**config.mk**
```make
export PLATFORM = sky130hd
export DESIGN_NAME = serial_receiver
export DESIGN_NICKNAME = d
export VERILOG_FILES = /design/src/rtl/serial_pkg.sv /design/src/rtl/byte_fifo.sv /design/src/rtl/serial_receiver.sv
export SDC_FILE = /design/constraint.sdc
export NUM_CORES = 1
export LEC_CHECK = 0
export ABC_AREA = 1
export BUFFER_PORTS_ARGS = -buffer_cell sky130_fd_sc_hd__clkbuf_2
export CAP_MARGIN = 20
export CORE_MARGIN = 3
export CORE_UTILIZATION = 40
export DETAILED_ROUTE_END_ITERATION = 7
export GPL_TIMING_DRIVEN = 0
export HOLD_SLACK_MARGIN = 0.05
export PLACE_DENSITY = 0.67
export SETUP_SLACK_MARGIN = 0.05
export SLEW_MARGIN = 20
export SYNTH_ARGS = -nofsm -noshare
export SYNTH_HDL_FRONTEND = slang
export SYNTH_HIERARCHICAL = 1
export SYNTH_SLANG_ARGS = --single-unit
```
**constraint.sdc**
```tcl
create_clock -name clk -period 4.9 [get_ports clk]
set_clock_uncertainty 0.2 [all_clocks]
set_input_delay 0.245 -clock clk [delete_from_list [all_inputs] [get_ports clk]]
set_output_delay 0.245 -clock clk [all_outputs]
set_load 0.02 [all_outputs]
```
**src/rtl/serial_pkg.sv**
```systemverilog
// Shared types and constants for the serial receiver: FSM state encoding and
// oversampling positions within one bit period.
package serial_pkg;

  localparam int OVERSAMPLE = 16;
  localparam int CNT_W      = $clog2(OVERSAMPLE);

  localparam logic [CNT_W-1:0] MID_SAMPLE  = CNT_W'(7);
  localparam logic [CNT_W-1:0] LAST_SAMPLE = CNT_W'(15);

  typedef enum logic [5:0] {
    IDLE      = 6'b000001,
    START     = 6'b000010,
    DATA      = 6'b000100,
    PARITY    = 6'b001000,
    STOP      = 6'b010000,
    WAIT_IDLE = 6'b100000
  } rx_state_t;

endpackage

```
**src/rtl/byte_fifo.sv**
```systemverilog
// First-word-fall-through byte FIFO; a push into a full FIFO is accepted only
// when a pop happens in the same cycle.
module byte_fifo #(
  parameter int DEPTH_LOG2 = 4
) (
  input  logic                  clk,
  input  logic                  clr_n,
  input  logic                  push,
  input  logic [7:0]            din,
  output logic                  full,
  input  logic                  pop,
  output logic [7:0]            dout,
  output logic                  empty,
  output logic [DEPTH_LOG2:0]   count
);

  localparam int DEPTH = 1 << DEPTH_LOG2;
  localparam logic [DEPTH_LOG2-1:0] PTR_ONE  = DEPTH_LOG2'(1);
  localparam logic [DEPTH_LOG2:0]   CNT_ONE  = (DEPTH_LOG2+1)'(1);
  localparam logic [DEPTH_LOG2:0]   CNT_FULL = (DEPTH_LOG2+1)'(DEPTH);

  logic [7:0]            mem [DEPTH];
  logic [DEPTH_LOG2-1:0] wr_ptr;
  logic [DEPTH_LOG2-1:0] rd_ptr;
  logic                  wr_en;
  logic                  rd_en;

  assign full  = (count == CNT_FULL);
  assign empty = (count == '0);
  assign rd_en = pop && !empty;
  assign wr_en = push && (!full || rd_en);
  // Head entry is read straight from storage, so it holds its last value when empty.
  assign dout  = mem[rd_ptr];

  always_ff @(posedge clk) begin
    if (!clr_n) begin
      wr_ptr <= '0;
      rd_ptr <= '0;
      count  <= '0;
      for (int i = 0; i < DEPTH; i++) mem[i] <= '0;
    end else begin
      if (wr_en) begin
        mem[wr_ptr] <= din;
        wr_ptr      <= wr_ptr + PTR_ONE;
      end
      if (rd_en) rd_ptr <= rd_ptr + PTR_ONE;
      case ({wr_en, rd_en})
        2'b10:   count <= count + CNT_ONE;
        2'b01:   count <= count - CNT_ONE;
        default: count <= count;
      endcase
    end
  end

endmodule

```
**src/rtl/serial_receiver.sv**
```systemverilog
// 16x-oversampled UART receiver (8N1, or 8E1 when SERIAL_RX_PARITY_EN is defined)
// feeding an elastic byte FIFO that honours the consumer's ready.
module serial_receiver
  import serial_pkg::*;
#(
  parameter int DIV        = 156,
  parameter int DEPTH_LOG2 = 4
) (
  input  logic       clk,
  input  logic       clr_n,
  input  logic       rx,
  output logic [7:0] data,
  output logic       valid,
  input  logic       ready,
  output logic       framing_err,
  output logic       overrun,
  output logic       parity_err
);

  localparam int TW = (DIV > 1) ? $clog2(DIV) : 1;
  localparam logic [TW-1:0] TICK_LAST = TW'(DIV - 1);
  localparam logic [TW-1:0] TICK_ONE  = TW'(1);
  localparam logic [CNT_W-1:0] CNT_ONE = CNT_W'(1);

  logic                rx_meta;
  logic                rx_s;
  logic [TW-1:0]       tcnt;
  logic                tick;
  rx_state_t           state;
  logic [CNT_W-1:0]    cnt;
  logic [2:0]          bitn;
  logic [7:0]          shreg;
  logic                par_ok;
  logic                stop_tick;
  logic                push_req;
  logic                pop;
  logic                fifo_full;
  logic                fifo_empty;
  logic [DEPTH_LOG2:0] fifo_count;

  always_ff @(posedge clk) begin
    if (!clr_n) begin
      rx_meta <= 1'b1;
      rx_s    <= 1'b1;
    end else begin
      rx_meta <= rx;
      rx_s    <= rx_meta;
    end
  end

  always_ff @(posedge clk) begin
    if (!clr_n)    tcnt <= '0;
    else if (tick) tcnt <= '0;
    else           tcnt <= tcnt + TICK_ONE;
  end

  assign tick = (tcnt == TICK_LAST);

  always_ff @(posedge clk) begin
    if (!clr_n) begin
      state  <= IDLE;
      cnt    <= '0;
      bitn   <= '0;
      shreg  <= '0;
      par_ok <= 1'b1;
    end else if (tick) begin
      case (state)
        IDLE: begin
          if (!rx_s) begin
            state <= START;
            cnt   <= '0;
          end
        end
        START: begin
          // A start bit that is already high again at mid-bit is a glitch.
          if (cnt == MID_SAMPLE) begin
            if (!rx_s) begin
              state <= DATA;
              cnt   <= '0;
              bitn  <= '0;
            end else begin
              state <= IDLE;
            end
          end else begin
            cnt <= cnt + CNT_ONE;
          end
        end
        DATA: begin
          if (cnt == LAST_SAMPLE) begin
            shreg <= {rx_s, shreg[7:1]};
            cnt   <= '0;
            bitn  <= bitn + 3'd1;
            if (bitn == 3'd7)
`ifdef SERIAL_RX_PARITY_EN
              state <= PARITY;
`else
              state <= STOP;
`endif
          end else begin
            cnt <= cnt + CNT_ONE;
          end
        end
`ifdef SERIAL_RX_PARITY_EN
        PARITY: begin
          if (cnt == LAST_SAMPLE) begin
            par_ok <= ~(^shreg ^ rx_s);
            cnt    <= '0;
            state  <= STOP;
          end else begin
            cnt <= cnt + CNT_ONE;
          end
        end
`endif
        STOP: begin
          if (cnt == LAST_SAMPLE) begin
            cnt   <= '0;
            state <= rx_s ? IDLE : WAIT_IDLE;
          end else begin
            cnt <= cnt + CNT_ONE;
          end
        end
        WAIT_IDLE: begin
          if (rx_s) state <= IDLE;
        end
        default: state <= IDLE;
      endcase
    end
  end

  // Stop-bit verdicts are decoded in the sample cycle itself so push and pulses line up with it.
  assign stop_tick   = tick && (state == STOP) && (cnt == LAST_SAMPLE);
  assign push_req    = stop_tick && rx_s && par_ok;
  assign framing_err = stop_tick && !rx_s;
`ifdef SERIAL_RX_PARITY_EN
  assign parity_err  = stop_tick && rx_s && !par_ok;
`else
  assign parity_err  = 1'b0;
`endif

  assign pop     = ready && !fifo_empty;
  assign valid   = (fifo_count != '0);
  assign overrun = push_req && fifo_full && !pop;

  byte_fifo #(.DEPTH_LOG2(DEPTH_LOG2)) u_fifo (
    .clk   (clk),
    .clr_n (clr_n),
    .push  (push_req),
    .din   (shreg),
    .full  (fifo_full),
    .pop   (pop),
    .dout  (data),
    .empty (fifo_empty),
    .count (fifo_count)
  );

endmodule
```
==> run_results.csv <==
group,metric,value,unit
sta,slew_headroom,30.12,%
cts,h-tree-depth,4,
cts,cts_resized,0,
die,design.core.area,21290,um^2
placement,numPortBuffers,13,
cts,cts.clk_slew.worst_paths,70,ps
logic_synthesis,synth_nets,1000,
logic_synthesis,synth-seq-cells,175,
routing,route.vias.total,6815,
sta,hold_violations,0,
die,die_h,154.2,um
power,leakage,3.593,nW
logic_synthesis,synth_warnings,6,
placement,place.gp.congestion,0.9612,
final_layout,n_antenna_cell,0,
logic_synthesis,synth_top_family_by_area,"simple AND/OR/NAND/NOR gates",
final_layout,fillCellCount,2011,
final_layout,num-nets-final,1034,
cts,cts-root-buf,"clkbuf_16",
logic_synthesis,synth-compound-area-share,8.872,%
worst_setup_path,critPathMaxFanout,6,
sta,setup_viol,0,
hold_path,hp-class,"input port to register",
cts,numCtsBuffers,17,
final_layout,drive_gt1_share,13.79,%
placement,dp_hpwl,14.93,mm
worst_setup_path,cpMaxStageDelayCell,"dfxtp_1",
sta,slew_viol_final,0,
placement,place_area,9195,um^2
routing,wirelength,21.19,mm
cts,max-clock-path-buffers,2,
die,start_util,41.27,%
global_route,grt_util_all_layers,18.30,%
logic_synthesis,postSynth.asyncResetShare,0,%
logic_synthesis,synthAdderAreaFrac,1.937,%
worst_setup_path,critPathMaxStageDelay,430,ps
worst_setup_path,critPathArrivalTime,3290,ps
routing,drt_iter0_drc,618,
logic_synthesis,synth_cells,983,
routing,wire_per_inst,16.24,um
routing,drc_errors,0,
global_route,grt-ovfl-total,0,
die,die-area,23780,um^2
logic_synthesis,synthXorXnorAreaFrac,0.3987,%
worst_setup_path,crit_buf_inv,3,
die,die_w,154.2,um
global_route,grt_max_degree,19,
logic_synthesis,syn_area,8786,um^2
logic_synthesis,synth-simple-area-share,26.43,%
cts,cts_tree,"yes",
worst_setup_path,endpoint_kind,"register",
power,finalPower,3.049,mW
sta,hold_ws,130.2,ps
die,ios,16,
sta,fin_crit,3164,ps
logic_synthesis,synth-edff-count,128,
routing,ant_nets,0,
logic_synthesis,yosysUniqueCellTypes,41,
global_route,grt_pass1_vias,6640,
logic_synthesis,postSynthAreaPerCell,8.938,um^2
worst_setup_path,cp-start-kind,"register",
worst_setup_path,worstPathRequired,5020,ps
worst_setup_path,cp_top_family,"simple AND/OR/NAND/NOR gates",
routing,drt_first_pass_iters,5,
sta,fmax,316.1,MHz
global_route,grt_pass1_wl,34.15,mm
cts,insertion_delay,430,ps
worst_setup_path,crit_type,"register to register",
flow_run,maxCapViolations,0,
sta,rsz0062_at_grt,"no",
die,std_cell_rows,53,
sta,tightest_slew,1048,ps
global_route,antenna_found_initial,0,
logic_synthesis,ys_seq_area_share,54.46,%
logic_synthesis,muxShareOfSynthArea,0,%
worst_setup_path,cp_cell_sequence,"ha_1 -> nand2_2 -> nor2_1 -> nand2_2 -> nor2_1 -> inv_1 -> nand3_1 -> inv_1 -> ha_1 -> inv_1 -> o21ai_0 -> a21o_1 -> nand2_1 -> a21oi_1 -> nor2_1",
sta,fin_crit_sh,64.57,%
sta,fin_setup_tns,0,ps
final_layout,syn_to_final_growth,11.31,%
final_layout,multi_input_area,3311,um^2
routing,vias_per_cell,5.222,
outcome,status,"finished, final reports clean",
logic_synthesis,synth_flop_cell,"edfxtp_1",
final_layout,fin_area,9779,um^2
power,p_per_area,311.8,nW/um^2
final_layout,register_area,4785,um^2
power,vdd_drop_max,0.1944,mV
cts,clkSinkCount,175,
-- stage by stage --
step | setup slack, ps | cells | utilization (%)
finish | 1736 | 1305 | 45.94
global route | 1402 | 1305 | 45.94
CTS | 1691 | 1305 | 45.94
detailed placement | 1724 | 1271 | 43.20
global placement | 1787 | 1271 | 43.20
floorplan | 2152 | 983 | -
-- sequential cells by signal (all words and copies together), names as in the netlist, named ones only --
| name | cells |
|---|---|
| state | 5 |
| u_fifo/wr_ptr | 4 |
| tcnt | 8 |
| bitn | 3 |
| rx_meta | 1 |
| cnt | 4 |
| u_fifo/rd_ptr | 4 |
| u_fifo/mem | 128 |
| u_fifo/count | 5 |
| rx_s | 1 |
| shreg | 8 |
-- what timing repair did --
action | CTS | global route
hold endpoints to repair | 9 | 0
setup buffers | 0 | 0
hold buffers | 2 | 0
endpoints found under the setup margin | 0 | 0
-- cell families (layout without fill, tap and decap cells) --
family | count (synthesis) | count (layout)
AO/OA/AOI/OAI | 137 | 137
buffers and inverters | 175 | 222
adder cells (fa/ha/maj) | 13 | 13
other | 1 | 1
AND/OR/NAND/NOR | 478 | 478
XOR/XNOR | 4 | 4
flip-flops | 175 | 175
-- worst paths after layout --
kind / start / endpoint / slack, ps / depth (start not counted)
setup / recovery: cnt[0]$_SDFFE_PN0P_ / u_fifo/count[4]$_SDFFE_PN0P_ / 1740 / 15
hold / removal: ready / register / 130 / 6
setup reg to reg: cnt[0]$_SDFFE_PN0P_ / u_fifo/count[4]$_SDFFE_PN0P_ / 1740 / 15
hold reg to reg: rx_meta$_SDFF_PN1_ / rx_s$_SDFF_PN1_ / 220 / 1
-- metal layers --
layer	routed length, um	global-route usage [%]	part of all wire (%)
met1	9393	25.08	44
met2	10010	29.72	47
met3	1338	3.330	6.3
met4	447	5.635	2.1
met5	0	0	0
-- cell type report --
cell class                      count  area share (%)
Timing Repair Buffer               15          0.8700
Buffer                             41           1.919
Clock inverter                     15           1.420
Tap cell                          275           3.518
Sequential cell                   175           48.93
Clock buffer                       17           4.350
Inverter                          134           5.143
Multi-Input combinational cell    633           33.85
-- cell usage in the layout (no fill, tap or decap), types with 4 or more instances in the layout --
master / count
nor2_1: 161
nand2_1: 143
inv_1: 129
edfxtp_1: 128
nand3_1: 82
nor2_2: 54
o21ai_0: 51
a21oi_1: 49
dfxtp_1: 47
o211ai_1: 32
clkbuf_1: 30
clkbuf_16: 17
clkbuf_2: 13
ha_1: 12
nand2_8: 10
inv_6: 6
buf_2: 5
nor2_4: 5
inv_2: 5
inv_8: 5
nand2_2: 4
-- synthesized netlist by cell type (all sizes together) (2+ instances only) --
library cell / instances / share of area (%)
nor2: 220 / 11
nand2: 160 / 9.1
inv: 134 / 5.7
edfxtp: 128 / 44
nand3: 84 / 4.9
o21ai: 52 / 3.0
a21oi: 50 / 2.9
dfxtp: 47 / 11
o211ai: 32 / 2.7
clkbuf: 30 / 1.3
ha: 12 / 1.7
buf: 11 / 0.85
nor3: 4 / 0.36
or2: 4 / 0.28
xor2: 3 / 0.30
nand4: 2 / 0.14
-- where the power goes --
group | switching [mW] | internal (mW) | total, mW | leakage [nW]
registers | 0.0153 | 1.64 | 1.65 | 1.59
logic | 0.0644 | 0.0217 | 0.0861 | 1.72
clock network | 0.632 | 0.677 | 1.31 | 0.279
total | 0.712 | 2.34 | 3.05 | 3.59
-- worst register-to-register path, cell delays in order (launching register included) --
cell and delay [ps]:
dfxtp_1 430, ha_1 210, nand2_2 90, nor2_1 260, nand2_2 170, nor2_1 310
inv_1 80, nand3_1 180, inv_1 110, ha_1 350, inv_1 50, o21ai_0 220
a21o_1 150, nand2_1 60, a21oi_1 130, nor2_1 60
Power figures use the tool's default switching activity.
